### config.mk
export PLATFORM = sky130hd
export DESIGN_NAME = next_pc_ctrl
export DESIGN_NICKNAME = d
export VERILOG_FILES = /design/src/rtl/next_pc_ctrl_pkg.sv /design/src/rtl/pc_target_calc.sv /design/src/rtl/next_pc_ctrl.sv
export SDC_FILE = /design/constraint.sdc
export NUM_CORES = 1
export LEC_CHECK = 0
export BUFFER_PORTS_ARGS = -buffer_cell sky130_fd_sc_hd__clkbuf_2
export CAP_MARGIN = 5
export CORE_UTILIZATION = 43
export CTS_CLUSTER_DIAMETER = 200
export CTS_CLUSTER_SIZE = 16
export DETAILED_ROUTE_END_ITERATION = 10
export PLACE_DENSITY = 0.7
export SLEW_MARGIN = 5
export SYNTH_ARGS = -nofsm -noshare
export SYNTH_HDL_FRONTEND = slang
export SYNTH_SLANG_ARGS = --single-unit
### constraint.sdc
create_clock -name clk -period 4.7 [get_ports clk]
set_input_delay 0.47 -clock clk [delete_from_list [all_inputs] [get_ports clk]]
set_output_delay 0.47 -clock clk [all_outputs]
set_load 0.01 [all_outputs]
### src/rtl/next_pc_ctrl_pkg.sv
// Shared types for the fetch PC sequencer: FSM states, next-PC
// source select and default vectors.
package next_pc_ctrl_pkg;

  typedef enum logic [1:0] {
    ST_BOOT = 2'd0,
    ST_RUN  = 2'd1,
    ST_HALT = 2'd2,
    ST_ILL  = 2'd3
  } state_e;

  typedef enum logic [2:0] {
    SEL_SEQ = 3'd0,
    SEL_BR  = 3'd1,
    SEL_J   = 3'd2,
    SEL_JR  = 3'd3,
    SEL_EXC = 3'd4
  } pc_sel_e;

  localparam logic [31:0] DEF_RESET_VECTOR = 32'h0000_0000;
  localparam logic [31:0] DEF_EXC_VECTOR   = 32'h0000_0080;
  localparam int unsigned DEF_BOOT_CYCLES  = 4;

  // Signed word offset scaled to a byte offset.
  function automatic logic [31:0] word_off(
    input logic [15:0] off
  );
    return {{14{off[15]}}, off, 2'b00};
  endfunction

endpackage

### src/rtl/pc_target_calc.sv
// Combinational branch/jump target generation and
// register-jump alignment check.
module pc_target_calc
  import next_pc_ctrl_pkg::*;
(
  input  logic [31:0] pc_plus4,
  input  logic [15:0] branch_off,
  input  logic [25:0] jump_addr,
  input  logic [1:0]  jr_lsb,
  output logic [31:0] br_target,
  output logic [31:0] j_target,
  output logic        jr_misaligned
);

  assign br_target     = pc_plus4 + word_off(branch_off);
  assign j_target      = {pc_plus4[31:28], jump_addr, 2'b00};
  assign jr_misaligned = |jr_lsb;

endmodule

### src/rtl/next_pc_ctrl.sv
// Program counter owner: boot delay, next-PC select, stall hold,
// halt/resume and misaligned register-jump trapping.
module next_pc_ctrl
  import next_pc_ctrl_pkg::*;
#(
  parameter logic [31:0] RESET_VECTOR = DEF_RESET_VECTOR,
  parameter logic [31:0] EXC_VECTOR   = DEF_EXC_VECTOR,
  parameter int unsigned BOOT_CYCLES  = DEF_BOOT_CYCLES
) (
  input  logic        clk,
  input  logic        rst,
  input  logic        stall,
  input  logic        imem_ready,
  input  logic        branch_taken,
  input  logic [15:0] branch_off,
  input  logic        jump,
  input  logic [25:0] jump_addr,
  input  logic        jr,
  input  logic [31:0] jr_target,
  input  logic        halt,
  input  logic        resume,
  output logic [31:0] pc,
  output logic [31:0] pc_plus4,
  output logic        imem_req,
  output logic        redirect,
  output logic        exc,
  output logic [1:0]  state
);

  localparam logic [7:0] BOOT_LAST = 8'(BOOT_CYCLES - 1);

  state_e      state_q, state_d;
  logic [7:0]  cnt_q, cnt_d;
  logic [31:0] pc_q, pc_d;
  logic        redirect_q, redirect_d;
  logic        exc_q, exc_d;

  pc_sel_e     sel;
  logic [31:0] sel_pc;
  logic [31:0] br_target;
  logic [31:0] j_target;
  logic        jr_mis;
  logic        advance;

  assign pc_plus4 = pc_q + 32'd4;
  assign advance  = imem_ready & ~stall;

  pc_target_calc u_tgt (
    .pc_plus4      (pc_plus4),
    .branch_off    (branch_off),
    .jump_addr     (jump_addr),
    .jr_lsb        (jr_target[1:0]),
    .br_target     (br_target),
    .j_target      (j_target),
    .jr_misaligned (jr_mis)
  );

  // Priority: jr > jump > branch > sequential.
  always_comb begin
    sel = SEL_SEQ;
    if (jr) begin
      sel = jr_mis ? SEL_EXC : SEL_JR;
    end else if (jump) begin
      sel = SEL_J;
    end else if (branch_taken) begin
      sel = SEL_BR;
    end
  end

  always_comb begin
    sel_pc = pc_plus4;
    case (sel)
      SEL_BR:  sel_pc = br_target;
      SEL_J:   sel_pc = j_target;
      SEL_JR:  sel_pc = jr_target;
      SEL_EXC: sel_pc = EXC_VECTOR;
      default: sel_pc = pc_plus4;
    endcase
  end

  always_comb begin
    state_d    = state_q;
    cnt_d      = cnt_q;
    pc_d       = pc_q;
    redirect_d = 1'b0;
    exc_d      = 1'b0;
    case (state_q)
      ST_BOOT: begin
        if (cnt_q == BOOT_LAST) begin
          state_d = ST_RUN;
          cnt_d   = 8'd0;
        end else begin
          cnt_d = cnt_q + 8'd1;
        end
      end
      ST_RUN: begin
        if (advance) begin
          pc_d       = sel_pc;
          redirect_d = (sel != SEL_SEQ);
          exc_d      = (sel == SEL_EXC);
          if (halt) state_d = ST_HALT;
        end
      end
      ST_HALT: begin
        if (resume) state_d = ST_RUN;
      end
      default: state_d = ST_HALT;
    endcase
  end

  always_ff @(posedge clk) begin
    if (rst) begin
      state_q    <= ST_BOOT;
      cnt_q      <= 8'd0;
      pc_q       <= RESET_VECTOR;
      redirect_q <= 1'b0;
      exc_q      <= 1'b0;
    end else begin
      state_q    <= state_d;
      cnt_q      <= cnt_d;
      pc_q       <= pc_d;
      redirect_q <= redirect_d;
      exc_q      <= exc_d;
    end
  end

  assign pc       = pc_q;
  assign imem_req = (state_q == ST_RUN);
  assign redirect = redirect_q;
  assign exc      = exc_q;
  assign state    = state_q;

endmodule

Yosys cells after proc, flatten, opt, wreduce, memory -nomap -nowiden
Index checks and enable logic that the tools add are counted.
- multiplexer cells: 11
- bitwise operators: 4
- reduce and logical (&&, ||, !) cells: 6
- equality and inequality tests: 11
- add/subtract/negate cells: 3
- operator list (kind ; count):
    one-hot mux 32 bit (4 select lines) ; 1
    adder 32 x 3 -> 32 bit, second input constant ; 1
    adder 32 bit ; 1
    2-to-1 mux 2 bit ; 5
    adder 8 x 1 -> 8 bit, second input constant ; 1
    equality test 8 x 2 -> 1 bit, second input constant ; 1
    2-to-1 mux 8 bit ; 1
    equality test 3 x 2 -> 1 bit, second input constant ; 2
    2-to-1 mux 3 bit ; 2
    inequality test 2 bit, second input constant ; 3
    one-hot mux 2 bit (3 select lines) ; 1
    AND reduction 4 bit ; 1
    equality test 3 x 1 -> 1 bit, second input constant ; 1
    equality test 3 bit, second input constant ; 1
    NOT 1 bit ; 3
    nonzero test 3 bit ; 1
    OR reduction 3 bit ; 1
    equality test 2 x 1 -> 1 bit, second input constant ; 1
    equality test 2 bit, second input constant ; 1
    zero test 2 bit ; 1
    inequality test 2 x 1 -> 1 bit, second input constant ; 1
    AND reduction 2 bit ; 1
    OR reduction 2 bit ; 1
    bitwise AND 1 bit ; 1
    2-to-1 mux 1 bit ; 1
- output and inout bits: 69
- flip-flop bits (word level): 44
- input bits: 83

Depth between registers and ports, before layout
Gate-level depths: netlist of run 1.
- depth in word-level cells: 5
- depth in mapped cells: 17
- gate-level depth less buffers: 17

Cells and area by module
From an unflattened synthesis of run 1, not the netlist that was laid out.
- cell total of the unflattened synthesis: 679
- area total of the unflattened synthesis: 5067.4 sq um
- by module, submodules not included (module ; times used ; sequential area each (sq um) ; cells an instance ; area an instance (sq um)):
    next_pc_ctrl ; 1 ; 880.8 ; 414 ; 3153.0
    pc_target_calc ; 1 ; 0.0 ; 265 ; 1914.3

Worst setup path after synthesis of run 1
Ideal clock, no wire load.
- kind: register -> register
- from: reg pc_q[2] (netlist: pc[2])
- to: reg pc_q[31] (netlist: pc[31])
- library setup time: 0.078 ns
- buffers on the path: 1
- stages on the path, launching flop included: 18
- setup slack: 0.906 ns
- arrival time: 3.717 ns
- data required time: 4.622 ns
- cells stage by stage: dfxtp_1 -> ha_1 -> nand2_1 -> nor2_1 -> and3_2 -> nand2b_2 -> nor3_2 -> nand3_1 -> xnor2_1 -> ha_1 -> clkbuf_1 -> nand2_1 -> or3_1 -> o21ai_1 -> a311oi_1 -> xor2_1 -> o211a_1 -> nor3_1
- cells in the longest elaborated chain, start to end: 3
- ends and longest elaborated chain (item ; RTL line ; source):
    start, declared ; next_pc_ctrl.sv:34 ; logic [31:0] pc_q, pc_d;
    start signal, assigned ; next_pc_ctrl.sv:121 ; pc_q <= pc_d;
    adder 32 x 3 -> 32 bit ; next_pc_ctrl.sv:45 ; assign pc_plus4 = pc_q + 32'd4;
    named net pc_plus4[26] ; next_pc_ctrl.sv:23 ; output logic [31:0] pc_plus4,
    adder 32 bit ; pc_target_calc.sv:15 ; assign br_target = pc_plus4 + word_off(branch_off);
    one-hot mux 32 bit (4 select lines) ; next_pc_ctrl.sv:72 ; case (sel)
The timed path passes the listed nets, and every way through them passes these cells.
A chain may end at the register's enable or synchronous reset.

Worst setup path after layout of run 1
- from: reg pc_q[2] (netlist: pc[2])
- to: reg pc_q[31] (netlist: pc[31])
- cells in the longest elaborated chain, start to end: 3
- ends and longest elaborated chain (item ; RTL line):
    adder 32 x 3 -> 32 bit (*) ; next_pc_ctrl.sv:45
    adder 32 bit ; pc_target_calc.sv:15
    one-hot mux 32 bit (4 select lines) (*) ; next_pc_ctrl.sv:72
Mark *: on every way between the ends. The rest lies on a longest branch, timed or not.

==> reports/metrics.yaml, run 1 <==
timing:
  maxSlewHeadroom_pct: 34.97
  rsz0062_at_grt: "no"
  drv_slew: 0
  timing.setup.tns_ps: 0
  max_freq_mhz: 235.0
  hold_violations: 0
  period_needed_ps: 4255
  setup_viol: 0
  period_share_pct: 90.52
  finalClockSkew_ps: 14.44
  worst-slew-pin-transition_ps: 971.9
floorplan:
  die_h_um: 104.3
  initial_utilization_pct: 45.17
  fp.coreArea_um2: 9955
  io_pins: 152
  row_count: 36
  die-area_um2: 10870
  die_w_um: 104.3
route:
  drtPass1Iterations: 5
  vias: 5242
  drc_errors: 0
  wl_per_cell_um: 18.20
  drt_iter0_drc: 311
  via_per_inst: 6.018
  drt-total-wl_mm: 15.85
  ant_nets: 0
power:
  ir_drop_uv: 113.8
  leakagePower_uw: 0.002506
  p_per_area_nw_per_um2: 193.2
cells_and_area:
  layout_common_cells: "clkbuf_2, a21oi_1, nand2_1"
  num_antenna_cells: 0
  final_common_cell: "clkbuf_2"
  design_area_um2: 5461
  multiInputGateArea_um2: 3435
  num-fill-cells: 971
  nNetsFinal: 857
  final_cells: 871
  syn2layout_area_growth_pct: 21.45
  register_area_um2: 880.8
  final_layout_size_suffix_gt1_share_pct: 24.80
worst_hold_path:
  holdPathStages: 3
  min_path_type: "in2reg"
clocking:
  tritoncts: "done"
  htreeDepth: 2
  clkSinkCount: 44
  ctsResizeCount: 0
  ctsHoldBuffers: 0
  post_cts_buffers: 0
  clockBufferDepth: 2
  cts_root_buf: "clkbuf_8"
  clk_pin_slew_ps: 110
  clk-insertion-delay-late_ps: 310
  cts_buffers: 5
yosys:
  synth_cell_types: 64
  syn_nets: 726
  ys_seq_elements: 44
  seq_area_frac_synth_pct: 19.59
  avgSynthCellArea_um2: 7.420
  ys.flop_type: "dfxtp_1"
  syn-cell-area_um2: 4497
  synthArstFlopShare_pct: 0
  ys_warn_count: 0
  synthCells: 606
  synth_edf_count: 0
grt:
  antenna_found_initial: 0
  grt.met3_usage_pct: 4.887
  busiest_layer: "met2"
  use_met1_pct: 36.73
  grt_pass1_vias: 5030
  use_met2_pct: 47.78
  grt_first_pass_wirelength_mm: 25.20
  globalRoute.totalOverflow: 0
  grt_usage_pct: 28.76
  grt_max_degree: 37
critical_path:
  worstPathRequired_ps: 4940
  ff2ff_path_depth: 17
  end_kind: "flop"
  crit_path_start_kind: "flop"
  cp.arrival_ps: 4500
  path_class: "reg2reg"
  crit_fanout: 6
place:
  gp_congestion: 0.9448
  io_buffers: 151
  dpl_cell_area_um2: 5346
  placed_cells: 863
  dp_hpwl_mm: 12.15
outcome:
  outcome: "finished clean"
flow_run:
  drv_cap: 0
==> power breakdown <==
group / switching, µW / internal, µW / total [µW] / leakage (µW)
Sequential: 23.0 / 390 / 413 / 0.000355
Combinational: 186 / 131 / 317 / 0.00210
Clock: 165 / 161 / 326 / 0.0000548
Total: 374 / 681 / 1060 / 0.00251
==> metrics by stage <==
stage	hold slack (ps)	worst slack (ps)	total power, µW	utilization, %
after global placement	468.5	753.6	726.3	53.71
after CTS	441.5	519.2	1053	54.86
after floorplan	466.2	905.5	613.1	-
after detailed placement	478.9	554.5	732.3	53.71
final	438.7	445.4	1055	54.86
after global routing	455.6	205.1	1108	54.86
==> registers in the layout, indices dropped and copies added, names as in the netlist <==
signal	count
redirect	1
state	2
pc	32
cnt_q	8
exc	1
==> critical path, cell delays in order, from the launching register on <==
cell and delay, ps:
dfxtp_1 460, ha_1 280, nand2_1 110, nor2_1 230
and3_2 300, nand2b_2 140, nor3_2 290, xor2_1 380
ha_1 330, a21o_1 200, a21o_1 180, a21oi_1 140
o31a_1 150, o21ai_1 110, a311oi_1 330, xor2_1 140
o211a_1 230, nor3_1 170
==> worst paths after layout <==
kind	from	to	slack, ps
max reg2reg	pc[2]	pc[31]	450
max	pc[2]	pc[31]	450
min	jump_addr[13]	pc[15]	440
min reg2reg	pc[1]	pc[1]	500
==> cells in the mapped netlist, types with 2 or more instances <==
library cell | n | area, µm²
a21oi_1 | 63 | 315.3
nand2_1 | 54 | 202.7
nor2_1 | 50 | 187.7
o21ai_0 | 50 | 250.2
dfxtp_1 | 44 | 880.8
xnor2_1 | 39 | 341.6
ha_1 | 36 | 450.4
clkbuf_1 | 28 | 105.1
a221oi_1 | 25 | 219.0
nand3_1 | 20 | 100.1
nor3_1 | 20 | 100.1
xor2_1 | 18 | 157.7
a31oi_1 | 14 | 87.58
inv_1 | 14 | 52.55
nand4_1 | 13 | 81.33
a21o_1 | 11 | 82.58
nor2b_1 | 7 | 43.79
o211ai_1 | 7 | 52.55
a211oi_1 | 6 | 45.04
a221o_1 | 6 | 60.06
and3_1 | 6 | 37.54
and2_1 | 5 | 31.28
nand2b_1 | 5 | 31.28
o21a_1 | 5 | 37.54
or3_1 | 5 | 31.28
o31a_1 | 4 | 35.03
and4_1 | 3 | 26.28
o221ai_1 | 3 | 26.28
a211o_1 | 2 | 17.52
a311oi_1 | 2 | 17.52
buf_1 | 2 | 7.510
buf_2 | 2 | 10.01
buf_4 | 2 | 15.01
nand3_4 | 2 | 35.03
nor3_2 | 2 | 20.02
nor3b_1 | 2 | 15.01
o22ai_1 | 2 | 12.51
==> cell families (layout without fill, tap and decap cells) <==
kind of cell               Yosys count  in the layout  synth area share (%)
adders and majority gates           37             37                 10.46
xor gates and xnor gates            58             58                 11.46
DFF                                 44             44                 19.59
AOI/OAI and AO/OA                  211            211                 30.11
and+or+nand+nor                    207            207                 24.07
buffers and inverters               49            181                 4.313
==> metal layers <==
layer / vias to the layer above / part of all wire, %
met5: - / 0
met4: 0 / 2.4
met3: 28 / 7.3
met2: 235 / 46
met1: 2458 / 44
li1: 2521 / -
==> final cells by class <==
type                       count  share of cell area, %
sequential                    44                  16.13
clock inverter                 3                 0.8477
inverter                      15                  1.031
timing repair buffer         158                  14.80
clock buffer                   5                  1.260
multi-input combinational    513                  62.89
tap                          133                  3.047
No activity file was read; power rests on OpenSTA's default activity.
==> run 2, diff against run 1 <==
Settings changed: CORE_ASPECT_RATIO set to 0.75, RECOVER_POWER set to 25.
==> reports/metrics.yaml, run 2 (synthesis results as in run 1) <==
route:
  drtPass1Iterations: 5
  wl_per_cell_um: 18.10
  vias: 5246
  drt-total-wl_mm: 15.73
  via_per_inst: 6.037
  ant_nets: 0
  drt_iter0_drc: 381
  drc_errors: 0
cells_and_area:
  syn2layout_area_growth_pct: 21.12
  final_cells: 869
  num_antenna_cells: 0
  final_common_cell: "clkbuf_2"
  nNetsFinal: 856
  final_layout_size_suffix_gt1_share_pct: 20.90
  layout_common_cells: "clkbuf_2, a21oi_1, nand2_1"
  largest_reg_flops: 32
clocking:
  tritoncts: "done"
  htreeDepth: 2
  clockBufferDepth: 2
  cts_buffers: 5
  cts_root_buf: "clkbuf_16"
  clk-insertion-delay-late_ps: 290
  post_cts_buffers: 0
  ctsResizeCount: 0
  clkSinkCount: 44
  clk_pin_slew_ps: 70
  ctsHoldBuffers: 0
power:
  switching_share_pct: 34.68
  leakagePower_uw: 0.002423
  clock_power_share_pct: 33.5
  ir_drop_uv: 145.5
  p_per_area_nw_per_um2: 201.1
  p_int_uw: 715.3
  pwr-share-seq_pct: 37.7
  combPwrFrac_pct: 28.8
  p_sw_uw: 379.8
critical_path:
  slowest_stage: "dfxtp_1"
  cp_cell_sequence: "ha_1, nand2_1, nor2_1, and3_2, nand2b_2, nor3_2, nand3_1, xnor2_1, ha_1, nand2_1, or3_1, o21ai_1, a311oi_1, xor2_1, o211a_1, nor3_1"
  path_buf_inv: 0
  ff2ff_setup_slack_ps: 420
  ff2ff_path_depth: 16
  crit_path_max_incr_delay_ps: 460
  worstPathRequired_ps: 4920
  crit_path_start_kind: "flop"
  r2r_start: "pc[2]"
  cp.arrival_ps: 4500
  crit_fanout: 7
  end_kind: "flop"
  rr_endpoint: "pc[31]"
  path_delay_family: "simple AND/OR/NAND/NOR gates"
  path_class: "reg2reg"
flow_run:
  drv_cap: 1
timing:
  fin_ws_ps: 418.0
  worst-slew-pin-transition_ps: 1757
  timing.setup.tns_ps: 0
  period_needed_ps: 4282
  maxSlewHeadroom_pct: -17.14
  rsz0062_at_grt: "no"
  finalClockSkew_ps: 5.325
  period_share_pct: 91.11
  setup_viol: 0
  hold_violations: 0
  max_freq_mhz: 233.5
  drv_slew: 32
place:
  io_buffers: 151
  pre_cts_ws_ps: 508.4
  placed_cells: 861
  dp_hpwl_mm: 11.82
  gp_congestion: 0.9844
floorplan:
  row_count: 31
  die_h_um: 90.56
  fp.coreArea_um2: 9891
  initial_utilization_pct: 45.46
  die-area_um2: 10870
  io_pins: 152
  die_w_um: 120.1
grt:
  antenna_found_initial: 0
  globalRoute.totalOverflow: 0
  grt_usage_pct: 27.64
  grt_max_degree: 37
  grt_pass1_vias: 4643
  grt_first_pass_wirelength_mm: 23.90
worst_hold_path:
  holdPathEnd: "exc"
  holdPathStages: 2
  min-delay-start: "jr_target[1]"
  min_path_type: "in2reg"
outcome:
  outcome: "finished, violations left"
  violations: "max-capacitance violations, max-slew violations"
## run 2: worst max path at each step
stage	endpoint	slack (ps)	cells past startpoint	startpoint
floorplan	pc[31]	910	17	pc[2]
global placement	pc[31]	700	16	pc[2]
detailed placement	pc[31]	510	16	pc[2]
CTS	pc[31]	510	16	pc[2]
global route	pc[31]	190	17	pc[2]
finish	pc[31]	420	16	pc[2]
## run 2: cell type report
cell class              instances  area, µm²
fillers                      1030       4444
multi-input cells             513       3435
repair buffers                157      765.7
inverters                      15      56.30
flip-flops and latches         44      880.8
well taps                     132      165.2
clock buffers                   5      125.1
clock inverters                 3      18.77
## run 2: power groups by stage
| stage | logic (µW) | clock network (µW) | registers, µW |
|---|---|---|---|
| floorplan | 193 | 0 | 420 |
| global placement | 304 | 0 | 420 |
| detailed placement | 310 | 0 | 421 |
| CTS | 312 | 371 | 412 |
| global route | 346 | 390 | 415 |
| finish | 315 | 367 | 413 |
## run 2: through the flow
stage | utilization, % | instance area, µm² | hold slack, ps | total power, µW
2_1_floorplan | - | 4497 | 466.2 | 613.1
3_3_place_gp | 53.97 | 5338 | 467.6 | 723.8
6_report | 55.07 | 5446 | 460.7 | 1095
4_1_cts | 55.42 | 5482 | 462.5 | 1095
3_5_place_dp | 53.97 | 5338 | 469.6 | 731.2
5_1_grt | 55.07 | 5446 | 454.5 | 1151
## run 2: routing by layer
metal  wire [µm]  vias to the layer above  track usage [%]
met2        6844                      255            42.15
met4         223                        0            5.000
met3        1441                       26            4.924
met1        7220                     2449            40.39
li1            -                     2516                -
met5           0                        -                0
